--- src/rtl/product_inventory_bank.sv ---
// Per-slot saturating stock counters for the vending machine, with restock
// from the service port and a req/ack/nack dispense handshake.
module product_inventory_bank #(
    parameter int unsigned N_SLOTS   = 4,
    parameter int unsigned CNT_W     = 4,
    parameter int unsigned MAX_COUNT = 15,
    parameter int unsigned SEL_W     = 2
) (
    input  logic               clk,
    input  logic               reset,
    input  logic               restock_en,
    input  logic [SEL_W-1:0]   restock_slot,
    input  logic [CNT_W-1:0]   restock_qty,
    output logic               restock_ovf,
    input  logic               disp_req,
    input  logic [SEL_W-1:0]   disp_slot,
    output logic               disp_ack,
    output logic               disp_nack,
    output logic               busy,
    input  logic [SEL_W-1:0]   rd_slot,
    output logic [CNT_W-1:0]   rd_count,
    output logic [N_SLOTS-1:0] empty_vec
);

    localparam logic [1:0] ST_IDLE  = 2'd0;
    localparam logic [1:0] ST_CHECK = 2'd1;
    localparam logic [1:0] ST_HOLD  = 2'd2;

    localparam logic [CNT_W:0]   MAX_SUM = (CNT_W+1)'(MAX_COUNT);
    localparam logic [CNT_W-1:0] MAX_CNT = CNT_W'(MAX_COUNT);

    logic [CNT_W-1:0] count_q [N_SLOTS];
    logic [CNT_W-1:0] count_d [N_SLOTS];
    logic [1:0]       state_q;
    logic [SEL_W-1:0] slot_q;
    logic             ack_q;
    logic             nack_q;
    logic             ovf_q;
    logic             grant;
    logic             ovf_d;
    logic [CNT_W:0]   sum;
    logic [CNT_W-1:0] base;

    // Restock saturates first, then a granted dispense takes one off the
    // saturated value; out-of-range slot indices match no slot at all.
    always_comb begin
        grant = 1'b0;
        ovf_d = 1'b0;
        sum   = '0;
        base  = '0;
        for (int unsigned i = 0; i < N_SLOTS; i++) begin
            sum  = {1'b0, count_q[i]} + {1'b0, restock_qty};
            base = count_q[i];
            if (restock_en && restock_slot == SEL_W'(i)) begin
                base  = (sum > MAX_SUM) ? MAX_CNT : sum[CNT_W-1:0];
                ovf_d = (sum > MAX_SUM);
            end
            if (state_q == ST_CHECK && slot_q == SEL_W'(i) && count_q[i] != '0) begin
                grant = 1'b1;
                base  = base - CNT_W'(1);
            end
            count_d[i] = base;
        end
    end

    always_comb begin
        rd_count = '0;
        for (int unsigned i = 0; i < N_SLOTS; i++) begin
            if (rd_slot == SEL_W'(i)) begin
                rd_count = count_q[i];
            end
            empty_vec[i] = (count_q[i] == '0);
        end
    end

    always_ff @(posedge clk) begin
        if (!reset) begin
            for (int unsigned i = 0; i < N_SLOTS; i++) begin
                count_q[i] <= '0;
            end
            state_q <= ST_IDLE;
            slot_q  <= '0;
            ack_q   <= 1'b0;
            nack_q  <= 1'b0;
            ovf_q   <= 1'b0;
        end else begin
            for (int unsigned i = 0; i < N_SLOTS; i++) begin
                count_q[i] <= count_d[i];
            end
            ovf_q  <= ovf_d;
            ack_q  <= 1'b0;
            nack_q <= 1'b0;
            case (state_q)
                ST_IDLE: begin
                    if (disp_req) begin
                        slot_q  <= disp_slot;
                        state_q <= ST_CHECK;
                    end
                end
                ST_CHECK: begin
                    ack_q   <= grant;
                    nack_q  <= !grant;
                    state_q <= ST_HOLD;
                end
                ST_HOLD: begin
                    if (!disp_req) begin
                        state_q <= ST_IDLE;
                    end
                end
                default: state_q <= ST_IDLE;
            endcase
        end
    end

    assign restock_ovf = ovf_q;
    assign disp_ack    = ack_q;
    assign disp_nack   = nack_q;
    assign busy        = (state_q != ST_IDLE);

endmodule

--- config.mk ---
export PLATFORM = sky130hd
export DESIGN_NAME = product_inventory_bank
export DESIGN_NICKNAME = d
export VERILOG_FILES = /design/src/rtl/product_inventory_bank.sv
export SDC_FILE = /design/constraint.sdc
export NUM_CORES = 1
export LEC_CHECK = 0
export ABC_AREA = 1
export CORE_MARGIN = 8
export CORE_UTILIZATION = 30
export CTS_BUF_LIST = sky130_fd_sc_hd__clkbuf_4
export DETAILED_ROUTE_END_ITERATION = 8
export GPL_TIMING_DRIVEN = 0
export PLACE_DENSITY = 0.54
export REMOVE_ABC_BUFFERS = 1
export SYNTH_ARGS = -nofsm -noshare
export SYNTH_HDL_FRONTEND = slang
export SYNTH_SLANG_ARGS = --single-unit
--- constraint.sdc ---
create_clock -name clk -period 4.4 [get_ports clk]
set_clock_uncertainty 0.15 [all_clocks]
set_input_delay 0.44 -clock clk [delete_from_list [all_inputs] [get_ports clk]]
set_output_delay 0.44 -clock clk [all_outputs]
set_load 0.03 [all_outputs]
**After elaboration in Yosys (flattened, before gate mapping)**

Memories as Yosys holds them, arrays and structs flattened.
Cells that the tools add are included.
Widths: inputs -> output; s select.

- Add/subtract/negate cells: 8
- Equal/unequal tests: 13
- Reduce and logical (&&, ||, !) cells: 29
- Divide/modulo/power cells: 0
- Order comparisons: 4
- Shift operators: 0
- Bitwise gates (word level): 4
- $mul: 0
- Muxes and demuxes: 33

Operators by type and width:

| operator | number |
|---|---|
| $mux 4 | 20 |
| $add 4x4->5 | 4 |
| $gt 5x4->1 const B | 4 |
| $logic_not 4->1 | 4 |
| $reduce_bool 4->1 | 4 |
| $sub 4x1->4 const B | 4 |
| $eq 2x2->1 const B | 7 |
| $logic_and 1x1->1 | 12 |
| $mux 1 | 10 |
| $eq 2x1->1 const B | 4 |
| $logic_not 2->1 | 4 |
| $pmux 2 s3 | 1 |
| $reduce_and 2->1 | 3 |
| $mux 2 | 2 |
| $ne 2x2->1 const B | 2 |
| $or 1x1->1 | 4 |
| $reduce_bool 2->1 | 1 |
| $logic_not 1->1 | 1 |

- Logic and storage cells: 97
- Flip-flop bits (word level): 7
- Memories kept: 1
- Input port bits: 14
- RAM bits: 16
- ROM bits: 0
- Output and inout bits: 12
- Latch bits: 0

Memories:

| name | depth | bits a word | rd ports | clocked after memory_dff | write ports | line | text |
|---|---|---|---|---|---|---|---|
| count_q | 4 | 4 | 4 | 0 | 4 | 32 | `logic [CNT_W-1:0] count_q [N_SLOTS];` |

**Logic depth before layout (Yosys ltp)**

- Depth after elaboration: 8
- Depth in mapped cells: 14
- Mapped depth without buffers: 14

**Least setup slack after synthesis**

Ideal clock, no wire load.

- Path type: input to register
- Start point: input restock_qty[0]
- End point: memory count_q[1][2]
- Setup time: 0.116 ns
- Arrival time: 1.872 ns
- Required time: 4.134 ns
- Cell stages on the path: 14
- Slack: 2.262 ns
- Buffers on the path: 0
- Path through: ha_1 > inv_1 > fa_1 > inv_1 > nand3_1 > nand2_1 > nand2_1 > nand2_1 > inv_1 > ha_1 > inv_1 > nor2_1 > o21ai_0 > nor2_1

RTL lines:

| what | line | text |
|---|---|---|
| start, declared | 13 | `input logic [CNT_W-1:0] restock_qty,` |
| end, declared | 32 |  |

**Final worst setup path**

- Start point: input rd_slot[0]
- End point: output rd_count[0]

- Longest elaborated chain between the ends: 5
- Elaborated cells on any way between the ends: 8
- Classes of those cells: eq/ne: 3; mux: 4; reduce/logical: 1

Ends and longest elaborated chain:

| what | line | text |
|---|---|---|
| start, declared | 20 | `input logic [SEL_W-1:0] rd_slot,` |
| $logic_not 2->1 | 69 | `if (rd_slot == SEL_W'(i)) begin` |
| $mux 4 (3 in a row) | 69 |  |
| $mux 4 (*) | 69 |  |
| end, declared | 21 | `output logic [CNT_W-1:0] rd_count,` |

Every way passes the cells marked *; elsewhere a longest branch is shown, timed or not.

==> impl_metrics.csv <==
group,metric,value,unit
min_path,min_from,"slot_q[0]",
final_layout,final_common_cell,"nand2_1",
clock_network,holdBufCountCts,0,
min_path,worstHoldPathCells,2,
sta,setup_violations,0,
sta,maxSlewViolCount,0,
clock_network,cts_tree,"yes",
worst_setup_path,required,3.81,ns
clock_network,cts_root_buf,"clkbuf_4",
place,post-place-ws,1.23,ns
outcome,outcome,"finished, final reports clean",
worst_setup_path,endpoint_kind,"primary output",
sta,fin_ws,1.48,ns
final_layout,n_antenna_cell,0,
sta,min_period,2.92,ns
worst_setup_path,path_max_fanout,9,
min_path,whs_endpoint,"slot_q[0]",
routing,drc,0,
sta,relSlewSlack,54.1,%
worst_setup_path,r2r-start,"count_q[1][0]",
clock_network,cts_buffer_depth,2,
synth,syn-cell-area,2130,um^2
worst_setup_path,crit_family,"buffers and inverters",
worst_setup_path,reg2regPathDepth,14,
final_layout,drive_above_1_share,4.22,%
worst_setup_path,cp.arrival,2.33,ns
routing,final_antenna_net_count,0,
pwr,p_leak,1.31,nW
worst_setup_path,crit_type,"in -> out",
routing,first_iter_violations,132,
global_route,antenna_found_initial,0,
clock_network,clk_latency,0.32,ns
worst_setup_path,crit_path_top_delay_cell,"clkdlybuf4s50_1",
pwr,power.density,232,nW/um^2
worst_setup_path,r2r-end,"count_q[1][2]",
global_route,grt_pass1_wl,9.69,mm
place,hpwl,4.72,mm
pwr,ir_drop,101,uV
job,cap_violations,0,
sta,fmax,342,MHz
synth,synth_top_area_share,21.7,%
worst_setup_path,r2r_setup_slack,2.04,ns
synth,synthCells,353,
floorplanning,start_util,31.1,%
floorplanning,die_w,100,um
routing,wire_per_inst,11.9,um
global_route,grt_util_all_layers,11.9,%
floorplanning,ioPinCount,26,
synth,yosys-top-cells-area,"dfxtp_1, nand2_1, ha_1",
sta,post-route-period-util,66.5,%
worst_setup_path,crit_buf_inv,2,
final_layout,synthToLayoutAreaGrowth,18.1,%
worst_setup_path,worstPathCellList,"clkdlybuf4s50_1 -> nor2_1 -> nand2_1 -> a32oi_1 -> clkdlybuf4s50_1",
final_layout,finalNetCount,418,
clock_network,htreeDepth,1,
synth,yosysSeqAreaShare,21.7,%
sta,tns,0,ns
clock_network,clock_sink_count,23,
floorplanning,die_h,100,um
global_route,grt_pass1_vias,2028,
floorplanning,die_area,10000,um^2
sta,rsz0062_at_grt,"false",
routing,viasPerCell,4.49,
floorplanning,core_area,6830,um^2
routing,vias,2133,
worst_setup_path,path_common_cell,"clkdlybuf4s50_1",
clock_network,cts.reportedPaths.clkPinSlew,0.12,ns
place,gp_congestion,0.861,
worst_setup_path,startpoint_type,"input port",
clock_network,cts_setup_buffers,0,
final_layout,final_cell_mix,"nand2_1, inv_1, nor2_1",
global_route,overflow,0,
routing,firstDrtPassIters,4,
sta,hold_viol_final,0,
synth,synth_area_per_cell,6.02,um^2
clock_network,cts_buffers,3,
synth,synth_largest_area_cell,"dfxtp_1",
synth,yosysWarnings,0,
clock_network,ctsResizeCount,0,
final_layout,fill_cells,777,
place,io_buffers,25,
sta,worst_slew_pin_slew,0.687,ns
synth,synth_cell_type_count,27,
synth,ys_seq_elements,23,
worst_setup_path,critical_path.max_stage_delay,0.72,ns
global_route,grt_max_degree,18,
routing,drt_wl_total,5.64,mm
floorplanning,row_count,30,
min_path,hp-class,"reg -> reg",
worst max path at each step:
stage                              start            end  slack (ns)  cells after the start
after floorplan           restock_qty[0]  count_q[1][2]        2.26                     14
after global placement    restock_qty[1]  count_q[1][2]        1.23                     14
after detailed placement  restock_qty[1]  count_q[1][2]        1.23                     14
after CTS                     rd_slot[0]    rd_count[1]        1.49                      5
after global routing      restock_qty[1]  count_q[1][2]        1.33                     14
final                         rd_slot[0]    rd_count[0]        1.48                      5
sequential cells by signal (all words and copies together), names as in the netlist:
register	cells
count_q	16
disp_ack	1
disp_nack	1
restock_ovf	1
slot_q	2
state_q	2
kinds of logic (layout without fill, tap and decap cells):
logic type / count (synthesis) / count (layout) / share of synthesized area, %
buffers and inverters: 72 / 98 / 12.9
AOI/OAI and AO/OA: 35 / 35 / 9.95
DFF: 23 / 23 / 21.7
adders and majority gates: 24 / 24 / 15.5
and+or+nand+nor: 199 / 199 / 40.0
layout make-up:
class	instances	area (um^2)	area share, %
multi-input combinational	258	1390	55.4
sequential	23	460	18.3
inverter	69	259	10.3
timing repair buffer	25	250	9.97
tap	96	120	4.78
clock buffer	4	30.0	1.20
worst reg2reg max path, cell delays in order, from the launching register on:
cell     delay (ns)
dfxtp_1        0.42
ha_1           0.20
inv_1          0.05
fa_1           0.41
inv_1          0.09
nand3_1        0.06
nand2_1        0.10
nand2_1        0.10
nand2_1        0.13
inv_1          0.05
ha_1           0.19
inv_1          0.05
nor2_1         0.04
o21ai_0        0.16
nor2_1         0.06
synthesized netlist by cell type:
master	n
a21oi_1	15
a221oi_1	1
a22oi_1	1
a32oi_1	2
a41oi_1	1
and2_1	2
and3_1	1
buf_4	1
clkbuf_1	2
dfxtp_1	23
fa_1	4
ha_1	20
inv_1	65
inv_2	4
nand2_1	108
nand2_2	2
nand3_1	33
nand3_2	4
nand4_1	6
nor2_1	38
nor2_2	2
nor3_1	3
o2111ai_1	1
o211ai_1	5
o21a_1	1
o21ai_0	6
o21ai_1	2
metrics by stage:
step / hold WS [ns] / util, % / area, um^2 / power [W] / cells
final: 0.377 / 36.8 / 2510 / 0.000583 / 475
after global routing: 0.386 / 36.8 / 2510 / 0.000635 / 475
after CTS: 0.374 / 36.8 / 2510 / 0.000594 / 475
after detailed placement: 0.357 / 36.3 / 2480 / 0.000483 / 471
after global placement: 0.356 / 36.3 / 2480 / 0.000480 / 471
after floorplan: 0.327 / - / 2110 / 0.000400 / 350
where the power goes:
group          internal, W  switching, W  leakage, nW
logic            0.0000929      0.000146         1.10
registers         0.000223     0.0000139        0.188
clock network    0.0000416     0.0000651       0.0184
total             0.000357      0.000225         1.31
per-layer routing:
| metal | GRT usage, % | share of wire [%] | up-vias |
|---|---|---|---|
| li1 | - | - | 1172 |
| met2 | 19.7 | 45 | 24 |
| met3 | 2.08 | 3.1 | 6 |
| met5 | 0 | 0 | - |
| met1 | 15.7 | 51 | 931 |
| met4 | 2.21 | 1.2 | 0 |
No activity file was read; power rests on OpenSTA's default activity.
